$ cat src/rtl/alloc_arbiter_if.sv
// alloc_arbiter_if: requester and allocator bus bundle for alloc_arbiter
// Requester side: req_valid/req_size in, resp_valid/resp_addr/resp_err/busy out.
// Allocator side: alloc_en/alloc_size out, alloc_addr/alloc_valid/alloc_err in.
// The slave modport is the arbiter's view; master is the requesters plus allocator.
interface alloc_arbiter_if #(
  parameter int NUM_REQ = 4,
  parameter int W       = 5
);
  logic [NUM_REQ-1:0]   req_valid;
  logic [NUM_REQ*W-1:0] req_size;
  logic [NUM_REQ-1:0]   resp_valid;
  logic [W-1:0]         resp_addr;
  logic                 resp_err;
  logic                 busy;
  logic                 alloc_en;
  logic [W-1:0]         alloc_size;
  logic [W-1:0]         alloc_addr;
  logic                 alloc_valid;
  logic                 alloc_err;
  modport slave (
    input  req_valid, req_size, alloc_addr, alloc_valid, alloc_err,
    output resp_valid, resp_addr, resp_err, busy, alloc_en, alloc_size
  );
  modport master (
    output req_valid, req_size, alloc_addr, alloc_valid, alloc_err,
    input  resp_valid, resp_addr, resp_err, busy, alloc_en, alloc_size
  );
endinterface

$ cat src/rtl/alloc_arbiter.sv
// alloc_arbiter: round-robin sharing of one block allocator among NUM_REQ requesters
// clk        : rising-edge clock
// rst        : asynchronous active-low reset
// bus.slave  : requester handshake (req_valid/req_size -> resp_valid/resp_addr/resp_err/busy)
//              and allocator handshake (alloc_en/alloc_size -> alloc_addr/alloc_valid/alloc_err)
module alloc_arbiter #(
  parameter int NUM_REQ          = 4,
  parameter int NUM_BLOCKS       = 32,
  parameter int NUM_BLOCKS_WIDTH = $clog2(NUM_BLOCKS),
  parameter int TIMEOUT          = 16
) (
  input  logic           clk,
  input  logic           rst,
  alloc_arbiter_if.slave bus
);
  localparam int W  = NUM_BLOCKS_WIDTH;
  localparam int GW = $clog2(NUM_REQ);
  localparam int CW = $clog2(TIMEOUT);
  typedef enum logic [1:0] {IDLE, ISSUE, WAIT, DONE} state_t;
  state_t          state_q, state_d;
  logic [GW-1:0]   grant_q, grant_d;
  logic [GW-1:0]   last_q, last_d;
  logic [W-1:0]    size_q, size_d;
  logic [W-1:0]    addr_q, addr_d;
  logic            err_q, err_d;
  logic [CW-1:0]   cnt_q, cnt_d;
  logic            found;
  logic [GW-1:0]   pick, idx;
  logic [W-1:0]    sel_size;
  // Walk downwards from last+NUM_REQ to last+1 so the nearest requester after last wins.
  always_comb begin
    found = 1'b0;
    pick  = '0;
    idx   = '0;
    for (int k = NUM_REQ; k >= 1; k--) begin
      idx = GW'((int'(last_q) + k) % NUM_REQ);
      if (bus.req_valid[idx]) begin
        found = 1'b1;
        pick  = idx;
      end
    end
  end
  always_comb begin
    sel_size = '0;
    for (int i = 0; i < NUM_REQ; i++) begin
      if (GW'(i) == pick) sel_size = bus.req_size[i*W +: W];
    end
  end
  always_ff @(posedge clk or negedge rst) begin
    if (!rst) begin
      state_q <= IDLE;
      grant_q <= '0;
      last_q  <= GW'(NUM_REQ - 1);
      size_q  <= '0;
      addr_q  <= '0;
      err_q   <= 1'b0;
      cnt_q   <= '0;
    end else begin
      state_q <= state_d;
      grant_q <= grant_d;
      last_q  <= last_d;
      size_q  <= size_d;
      addr_q  <= addr_d;
      err_q   <= err_d;
      cnt_q   <= cnt_d;
    end
  end
  always_comb begin
    state_d = state_q;
    grant_d = grant_q;
    last_d  = last_q;
    size_d  = size_q;
    addr_d  = addr_q;
    err_d   = err_q;
    cnt_d   = cnt_q;
    case (state_q)
      IDLE: if (found) begin
        grant_d = pick;
        last_d  = pick;
        size_d  = sel_size;
        addr_d  = '0;
        err_d   = sel_size == '0;
        state_d = sel_size == '0 ? DONE : ISSUE;
      end
      ISSUE: begin
        cnt_d   = '0;
        state_d = WAIT;
      end
      WAIT: begin
        cnt_d = cnt_q + 1'b1;
        if (bus.alloc_err) begin
          err_d   = 1'b1;
          state_d = DONE;
        end else if (bus.alloc_valid) begin
          addr_d  = bus.alloc_addr;
          err_d   = 1'b0;
          state_d = DONE;
        end else if (cnt_q == CW'(TIMEOUT - 2)) begin
          // Counter is about to reach TIMEOUT-1: give up on the allocator.
          addr_d  = '0;
          err_d   = 1'b1;
          state_d = DONE;
        end
      end
      default: state_d = IDLE;
    endcase
  end
  assign bus.busy       = state_q != IDLE;
  assign bus.alloc_en   = state_q == ISSUE;
  assign bus.alloc_size = state_q == ISSUE ? size_q : '0;
  assign bus.resp_valid = state_q == DONE ? NUM_REQ'(1) << grant_q : '0;
  assign bus.resp_addr  = state_q == DONE ? addr_q : '0;
  assign bus.resp_err   = state_q == DONE && err_q;
endmodule

$ cat src/flat_wrapper.sv
// flat-port wrapper written by rule: the top's interface ports become plain ports
module alloc_arbiter_flat 
#(
  parameter int NUM_REQ          = 4,
  parameter int NUM_BLOCKS       = 32,
  parameter int NUM_BLOCKS_WIDTH = $clog2(NUM_BLOCKS),
  parameter int TIMEOUT          = 16
)
  (clk, rst, bus_req_valid, bus_req_size, bus_alloc_addr, bus_alloc_valid, bus_alloc_err, bus_resp_valid, bus_resp_addr, bus_resp_err, bus_busy, bus_alloc_en, bus_alloc_size);
  alloc_arbiter_if #(.NUM_REQ(NUM_REQ), .W((5))) bus_i ();
  input  logic clk;
  input  logic rst;
  input wire logic [$bits(bus_i.req_valid)-1:0] bus_req_valid;
  input wire logic [$bits(bus_i.req_size)-1:0] bus_req_size;
  input wire logic [$bits(bus_i.alloc_addr)-1:0] bus_alloc_addr;
  input wire logic [$bits(bus_i.alloc_valid)-1:0] bus_alloc_valid;
  input wire logic [$bits(bus_i.alloc_err)-1:0] bus_alloc_err;
  output wire logic [$bits(bus_i.resp_valid)-1:0] bus_resp_valid;
  output wire logic [$bits(bus_i.resp_addr)-1:0] bus_resp_addr;
  output wire logic [$bits(bus_i.resp_err)-1:0] bus_resp_err;
  output wire logic [$bits(bus_i.busy)-1:0] bus_busy;
  output wire logic [$bits(bus_i.alloc_en)-1:0] bus_alloc_en;
  output wire logic [$bits(bus_i.alloc_size)-1:0] bus_alloc_size;
  assign bus_i.req_valid = bus_req_valid;
  assign bus_i.req_size = bus_req_size;
  assign bus_i.alloc_addr = bus_alloc_addr;
  assign bus_i.alloc_valid = bus_alloc_valid;
  assign bus_i.alloc_err = bus_alloc_err;
  assign bus_resp_valid = bus_i.resp_valid;
  assign bus_resp_addr = bus_i.resp_addr;
  assign bus_resp_err = bus_i.resp_err;
  assign bus_busy = bus_i.busy;
  assign bus_alloc_en = bus_i.alloc_en;
  assign bus_alloc_size = bus_i.alloc_size;
  alloc_arbiter #(.NUM_REQ(NUM_REQ), .NUM_BLOCKS(NUM_BLOCKS), .NUM_BLOCKS_WIDTH(NUM_BLOCKS_WIDTH), .TIMEOUT(TIMEOUT)) u_core (.clk(clk), .rst(rst), .bus(bus_i));
endmodule
$ cat config.mk
export PLATFORM = sky130hd
export DESIGN_NAME = alloc_arbiter_flat
export DESIGN_NICKNAME = d
export VERILOG_FILES = /design/src/rtl/alloc_arbiter_if.sv /design/src/rtl/alloc_arbiter.sv /design/src/flat_wrapper.sv
export SDC_FILE = /design/constraint.sdc
export NUM_CORES = 1
export LEC_CHECK = 0
export ABC_AREA = 1
export CORE_MARGIN = 3
export CORE_UTILIZATION = 46
export DETAILED_ROUTE_END_ITERATION = 6
export PLACE_DENSITY = 0.8
export SYNTH_ARGS = -nofsm -noshare
export SYNTH_HDL_FRONTEND = slang
export SYNTH_SLANG_ARGS = --single-unit
$ cat constraint.sdc
create_clock -name clk -period 2.4 [get_ports clk]
set_clock_uncertainty 0.2 [all_clocks]
set_input_delay 0.36 -clock clk [delete_from_list [all_inputs] [get_ports clk]]
set_output_delay 0.36 -clock clk [all_outputs]
set_load 0.02 [all_outputs]
=== Word-level counts from Yosys, hierarchy flattened ===
Cells that the tools add are included.

* Bits of input ports: 33
* Output and inout bits: 17
* Flip-flop bits (word level): 21

* Equality and inequality tests: 11
* Shift-type cells: 1
* Add/sub/neg operators: 5
* Reductions and logical operators: 11
* Muxes and demuxes: 40
* Order comparisons: 4

{| class="wikitable"
|+ Operators with widths
! operator !! number
|-
| 5-bit two-way mux || 10
|-
| 2-bit two-way mux || 9
|-
| 2-bit by 3-bit less-than comparator with 1-bit output, second input constant || 4
|-
| 1-bit two-way mux || 12
|-
| 5-bit case mux with 2 select lines || 1
|-
| 1-bit binary-select mux with 2-bit select || 4
|-
| 4-bit case mux with 2 select lines || 1
|-
| 2-bit case mux with 3 select lines || 1
|-
| 2-bit nonzero test || 3
|-
| 5-bit zero test || 1
|-
| 2-bit by 1-bit adder with 2-bit output, second input constant || 2
|-
| 2-bit adder, second input constant || 2
|-
| 4-bit by 1-bit adder with 4-bit output, second input constant || 1
|-
| 2-bit == test, first input constant || 2
|-
| 2-bit == test, second input constant || 2
|-
| 4-bit == test, second input constant || 1
|-
| 2-bit zero test || 2
|-
| 4-bit two-way mux || 1
|-
| 4-bit by 3-bit != test with 1-bit output, second input constant || 1
|-
| 2-bit AND reduction || 2
|-
| 4-bit AND reduction || 1
|-
| 1-bit by 2-bit << shifter with 4-bit output, first input constant || 1
|-
| 3-bit by 2-bit != test with 1-bit output, second input constant || 1
|-
| 3-bit AND reduction || 1
|-
| 6 further kinds || 6
|}

=== Logic depth before layout (Yosys ltp) ===
* Depth after elaboration: 16
* Gate-level depth with buffers: 20
* Depth with buffers taken out: 19

=== Worst setup path before layout ===
No wires, ideal clock.

* Path type: register to register
* Start point: register u_core.last_q[0]
* End point: register u_core.state_q[1]
* Library setup time: 0.065 ns
* Data required time: 2.135 ns
* Stages on the path, launching flop included: 21
* Buffers on the path: 2
* Slack: 0.262 ns
* Data arrival time: 1.873 ns
* Cells stage by stage: dfstp_2 buf_6 inv_6 nand2_2 nand2_2 nand2_2 nand2_1 nand2_2 nand2_1 nand2_2 nand2_2 buf_6 o21bai_2 nand3_1 nand2_1 nand2_1 nor2_2 nand3_1 nand2_1 nand2_1 nand2_1

* Longest elaborated chain between the ends: 16
* Elaborated cells between the ends (all ways): 34
* Those cells by class: 4 x add/sub; 4 x eq/ne; 23 x mux; 3 x reduce/logical

{| class="wikitable"
|+ RTL lines
! element !! RTL line !! RTL
|-
| start: declaration || alloc_arbiter.sv:22 || <nowiki>logic [GW-1:0] last_q, last_d;</nowiki>
|-
| start signal: assignment || alloc_arbiter.sv:53 || <nowiki>last_q <= GW'(NUM_REQ - 1);</nowiki>
|-
| start signal: assignment || alloc_arbiter.sv:61 || <nowiki>last_q <= last_d;</nowiki>
|-
| 2-bit by 1-bit adder with 2-bit output || alloc_arbiter.sv:36 || <nowiki>idx = GW'((int'(last_q) + k) % NUM_REQ);</nowiki>
|-
| 1-bit binary-select mux with 2-bit select || alloc_arbiter.sv:37 || <nowiki>if (bus.req_valid[idx]) begin</nowiki>
|-
| 1-bit two-way mux (not written as such) || alloc_arbiter.sv:37 ||
|-
| 2-bit two-way mux (4 in a row) || alloc_arbiter.sv:37 ||
|-
| 2-bit zero test || alloc_arbiter.sv:46 || <nowiki>if (GW'(i) == pick) sel_size = bus.req_size[i*W +: W];</nowiki>
|-
| 5-bit two-way mux (4 in a row) || alloc_arbiter.sv:46 ||
|-
| 5-bit zero test || alloc_arbiter.sv:83 || <nowiki>state_d = sel_size == '0 ? DONE : ISSUE;</nowiki>
|-
| 2-bit two-way mux || alloc_arbiter.sv:83 ||
|-
| 2-bit two-way mux || alloc_arbiter.sv:77 || <nowiki>IDLE: if (found) begin</nowiki>
|-
| 2-bit case mux with 3 select lines || alloc_arbiter.sv:76 || <nowiki>case (state_q)</nowiki>
|-
| end signal: assignment || alloc_arbiter.sv:59 || <nowiki>state_q <= state_d;</nowiki>
|-
| end: declaration || alloc_arbiter.sv:20 || <nowiki>state_t state_q, state_d;</nowiki>
|}

Several ways; a longest one is shown, not always the timed one. The select of a mux whose other input is x is not followed.
A chain may end at the register's enable or synchronous reset.

=== Worst setup path after layout ===
* Start point: register u_core.last_q[0]
* End point: register u_core.err_q

* Longest elaborated chain between the ends: 15
* Elaborated cells between the ends (all ways): 33
* Those cells by class: 4 x add/sub; 4 x eq/ne; 22 x mux; 3 x reduce/logical

{| class="wikitable"
|+ RTL lines
! element !! RTL line !! RTL
|-
| 2-bit by 1-bit adder with 2-bit output || alloc_arbiter.sv:36 ||
|-
| 1-bit binary-select mux with 2-bit select || alloc_arbiter.sv:37 ||
|-
| 1-bit two-way mux (not written as such) || alloc_arbiter.sv:37 ||
|-
| 2-bit two-way mux (4 in a row) || alloc_arbiter.sv:37 ||
|-
| 2-bit zero test || alloc_arbiter.sv:46 ||
|-
| 5-bit two-way mux (4 in a row) || alloc_arbiter.sv:46 ||
|-
| 5-bit zero test || alloc_arbiter.sv:82 || <nowiki>err_d = sel_size == '0;</nowiki>
|-
| 1-bit two-way mux || alloc_arbiter.sv:77 ||
|-
| 1-bit case mux with 2 select lines || alloc_arbiter.sv:76 ||
|-
| end signal: assignment || alloc_arbiter.sv:64 || <nowiki>err_q <= err_d;</nowiki>
|-
| end: declaration || alloc_arbiter.sv:25 || <nowiki>logic err_q, err_d;</nowiki>
|}

Several ways; a longest one is shown, not always the timed one. The select of a mux whose other input is x is not followed.

==> metrics.md <==
| Metric | Value |
|---|---|
| Syn nets | 273 |
| DR pass1 iterations | 4 |
| DRT iter0 DRCs | 68 |
| Wire per inst | 11.9 um |
| Initial antenna violation count | 0 |
| RSZ-0062 raised after global routing | yes |
| Port Buf Inserts | 49 |
| CP most frequent cell | nand2_1 |
| Hold WC Path Type | primary input to asynchronous set/reset pin |
| Antenna Nets Post-Route | 0 |
| Clock period minus worst slack | 2.35 ns |
| Clock latency on the worst-skew pair | 0.32 ns |
| CP Data Arrival Time | 2.43 ns |
| Core area | 3130 sq um |
| Slowest CP cell | dfstp_2 |
| Post-synthesis instance total | 234 |
| Die span in x | 64.0 um |
| CP max FO | 10 |
| Synth area leader | dfrtp_1 |
| Final setup viols | 0 |
| Pwr dens | 1380 nW/um^2 |
| Outcome | completed |
| Sink Count | 21 |
| First-pass GRT wire length | 6530 um |
| Sw Share | 0.496 |
| H-tree levels | 1 |
| Setup crit end kind | register |
| FMAX | 426 MHz |
| CP Buf/Inv Count | 3 |
| Clk network pwr share | 0.057 |
| Max-Cap Viols | 0 |
| Final core occ | 0.746 |
| Max_slew headroom | 0.810 |
| Largest net degree at the start of global routing | 22 |
| Area of the die | 4090 sq um |
| Startpoint types | register |
| Worst slew pin tran | 0.283 ns |
| CTS tree | done |
| Clock-pin slew on the worst setup and hold paths | 0.13 ns |
| TNS Setup | 0 ns |
| Diode count | 0 |
| Global-route usage over all layers | 0.199 |
| Hold_ws | 0.159 ns |
| Worst Setup SP | u_core.last_q[0] |
| Register bit count reported by yosys | 21 |
| Worst reg2reg setup slack | 0.05 ns |
| Ports | 50 |
| DRC viols | 0 |
| TritonCTS Buffers | 3 |
| Clock tree buffer depth | 2 |
| Req. time, crit path | 2.48 ns |
| Synth warn | 0 |
| Synth top area cells | dfrtp_1 (31%), nand2_1 (20%), inv_1 (8.3%) |
| Final slew viol count | 0 |
| Critical Path Max Stage Delay | 0.63 ns |
| Chip height | 64.0 um |
| Root buf cell | clkbuf_4 |
| Synth cell types | 32 |
| Share of layout cells above drive strength 1 | 0.213 |
| Total grt overflow | 0 |
| Combinational fraction of design power | 0.743 |
| VDD IR max | 0.830 mV |
| Vias in the first global route | 1564 |
| Setup Crit Path Kind | register to register |
| Starting Density | 0.494 |
| Crit path max-delay family | simple AND/OR/NAND/NOR gates |
| Area delta synth->final | 50.9% |
| Via/cell ratio | 4.80 |
| Via Count | 1657 |
| Gpl congestion | 0.861 |
| Sequential fraction of the synthesis area | 0.341 |
| Final worst-path cycle share | 0.979 |
| Syn Std Cell Area | 1550 sq um |
| Nets | 341 |
| LEAKAGE | 1.41 nW |
| Seq pwr share | 0.200 |
| Final Hold Viols | 0 |
| Top cell type's share of synthesized area | 0.307 |
| Cell Chain, Critical Path | inv_6 -> nand2_2 -> nand2_2 -> nand2_2 -> o21ai_2 -> inv_2 -> nand2_1 -> nand2_2 -> nand2_4 -> buf_6 -> o21bai_2 -> nand3_1 -> nand2_1 -> nand2_1 -> nor2_2 -> nand2_1 -> nand2_1 -> nand3_1 -> nand2_1 |
| Post-DP HPWL | 3030 um |
| Avg Inst Size Synth | 6.61 sq um |
| Int Pwr | 1.62 mW |
| Num rows | 20 |
| Total detailed-routing wirelength | 4100 um |
| Psw | 1.60 mW |
| RR Startpoint | u_core.last_q[0] |
final timing paths:
| check | endpoint | cells past startpoint |
|---|---|---|
| worst max-delay path | u_core.err_q | 19 |
| worst min-delay path | u_core.err_q | 2 |
| worst max register to register | u_core.err_q | 19 |
| worst min register to register | u_core.addr_q[2] | 2 |
| max in group asynchronous | u_core.last_q[0] | 2 |
| min in group clk | u_core.addr_q[2] | 2 |
power by group through the flow:
stage | logic [mW] | clock network (mW) | registers [mW]
floorplan | 1.45 | 0 | 0.604
CTS | 2.15 | 0.188 | 0.644
global route | 2.69 | 0.201 | 0.663
finish | 2.39 | 0.183 | 0.645
global placement | 2.11 | 0 | 0.645
detailed placement | 2.13 | 0 | 0.650
layout make-up:
cell class / instances / area (sq um)
multi-input cells: 169 / 892
repair buffers: 68 / 679
clock buffers: 3 / 22.5
clock inverters: 1 / 5.00
inverters: 39 / 151
flip-flops and latches: 21 / 528
fillers: 241 / 795
well taps: 44 / 55.1
worst reg2reg max path, cell delays in order, from the launching register on:
cell,delay (ns)
dfstp_2,0.63
inv_6,0.08
nand2_2,0.07
nand2_2,0.08
nand2_2,0.10
o21ai_2,0.06
inv_2,0.06
nand2_1,0.06
nand2_2,0.08
nand2_4,0.08
buf_6,0.13
o21bai_2,0.10
nand3_1,0.08
nand2_1,0.09
nand2_1,0.07
nor2_2,0.11
nand2_1,0.05
nand2_1,0.05
nand3_1,0.06
nand2_1,0.06
repair_timing:
item,CTS,global route
cloned,0,1
hold buffers,0,0
resized for setup,5,35
setup buffers,0,2
endpoints found under the setup margin,9,20
pin swaps,0,10
state kept, by name (all words and copies together) (netlist names):
register        cells
u_core.last_q       2
u_core.size_q       5
u_core.err_q        1
u_core.state_q      2
u_core.cnt_q        4
u_core.addr_q       5
u_core.grant_q      2
cells by family (layout without fill, tap and decap cells):
logic type               Yosys count  after routing  share of synthesized area
AO/OA/AOI/OAI                     24             24                     0.0939
AND/OR/NAND/NOR                  138            138                      0.390
buffers and inverters             44            111                      0.121
XOR/XNOR                           1              1                    0.00566
adder cells (fa/ha/maj)            6              6                     0.0485
flip-flops                        21             21                      0.341
placed cells by master (no fill, tap or decap), types with 2 or more instances in the layout:
cell type,instances
nand2_1,74
inv_1,33
clkdlybuf4s50_1,33
dfrtp_1,19
nand2_2,17
buf_4,15
o21ai_0,13
nand3_1,13
dlymetal6s2s_1,13
nor2_1,12
nor3_1,6
inv_2,5
nand4_1,5
ha_1,5
nand3_2,3
nor2_2,3
clkbuf_4,3
dlygate4sd2_1,3
nand2_4,2
o21ai_2,2
buf_6,2
dfstp_2,2
routing by layer:
layer	GRT usage	wire, um	vias to the layer above
met5	0	0	-
met4	0.0728	76	0
met3	0.0264	149	8
met2	0.333	2010	36
met1	0.261	1870	752
li1	-	-	861
synthesized netlist by cell type:
cell type  number
a31oi_1         1
inv_6           1
inv_2           4
nand3_1        15
a21boi_0        1
a21boi_1        1
buf_6           2
nor4_1          1
nand4_1         5
ha_1            6
dfstp_2         2
nand2_4         1
a21oi_2         1
inv_1          34
o22ai_1         1
xnor2_1         1
a21oi_1         1
dfrtp_1        19
nor3_1          6
o21ai_1         1
nand2_1        82
nand3_2         1
nand2_2        10
nor2_1         15
buf_2           1
o2111ai_1       1
o21ai_0        14
o21bai_2        1
nor2_2          1
o21ai_2         1
clkbuf_1        2
and2_1          1
stage by stage:
stage | cell area [sq um] | setup WS, ns | power (mW) | cells
global placement | 2180 | -0.142 | 2.75 | 338
global route | 2330 | -0.133 | 3.56 | 345
CTS | 2210 | 0.00580 | 2.98 | 342
detailed placement | 2180 | -0.185 | 2.78 | 338
floorplan | 1550 | 0.262 | 2.06 | 234
finish | 2330 | 0.0501 | 3.22 | 345
Power figures use the tool's default switching activity.
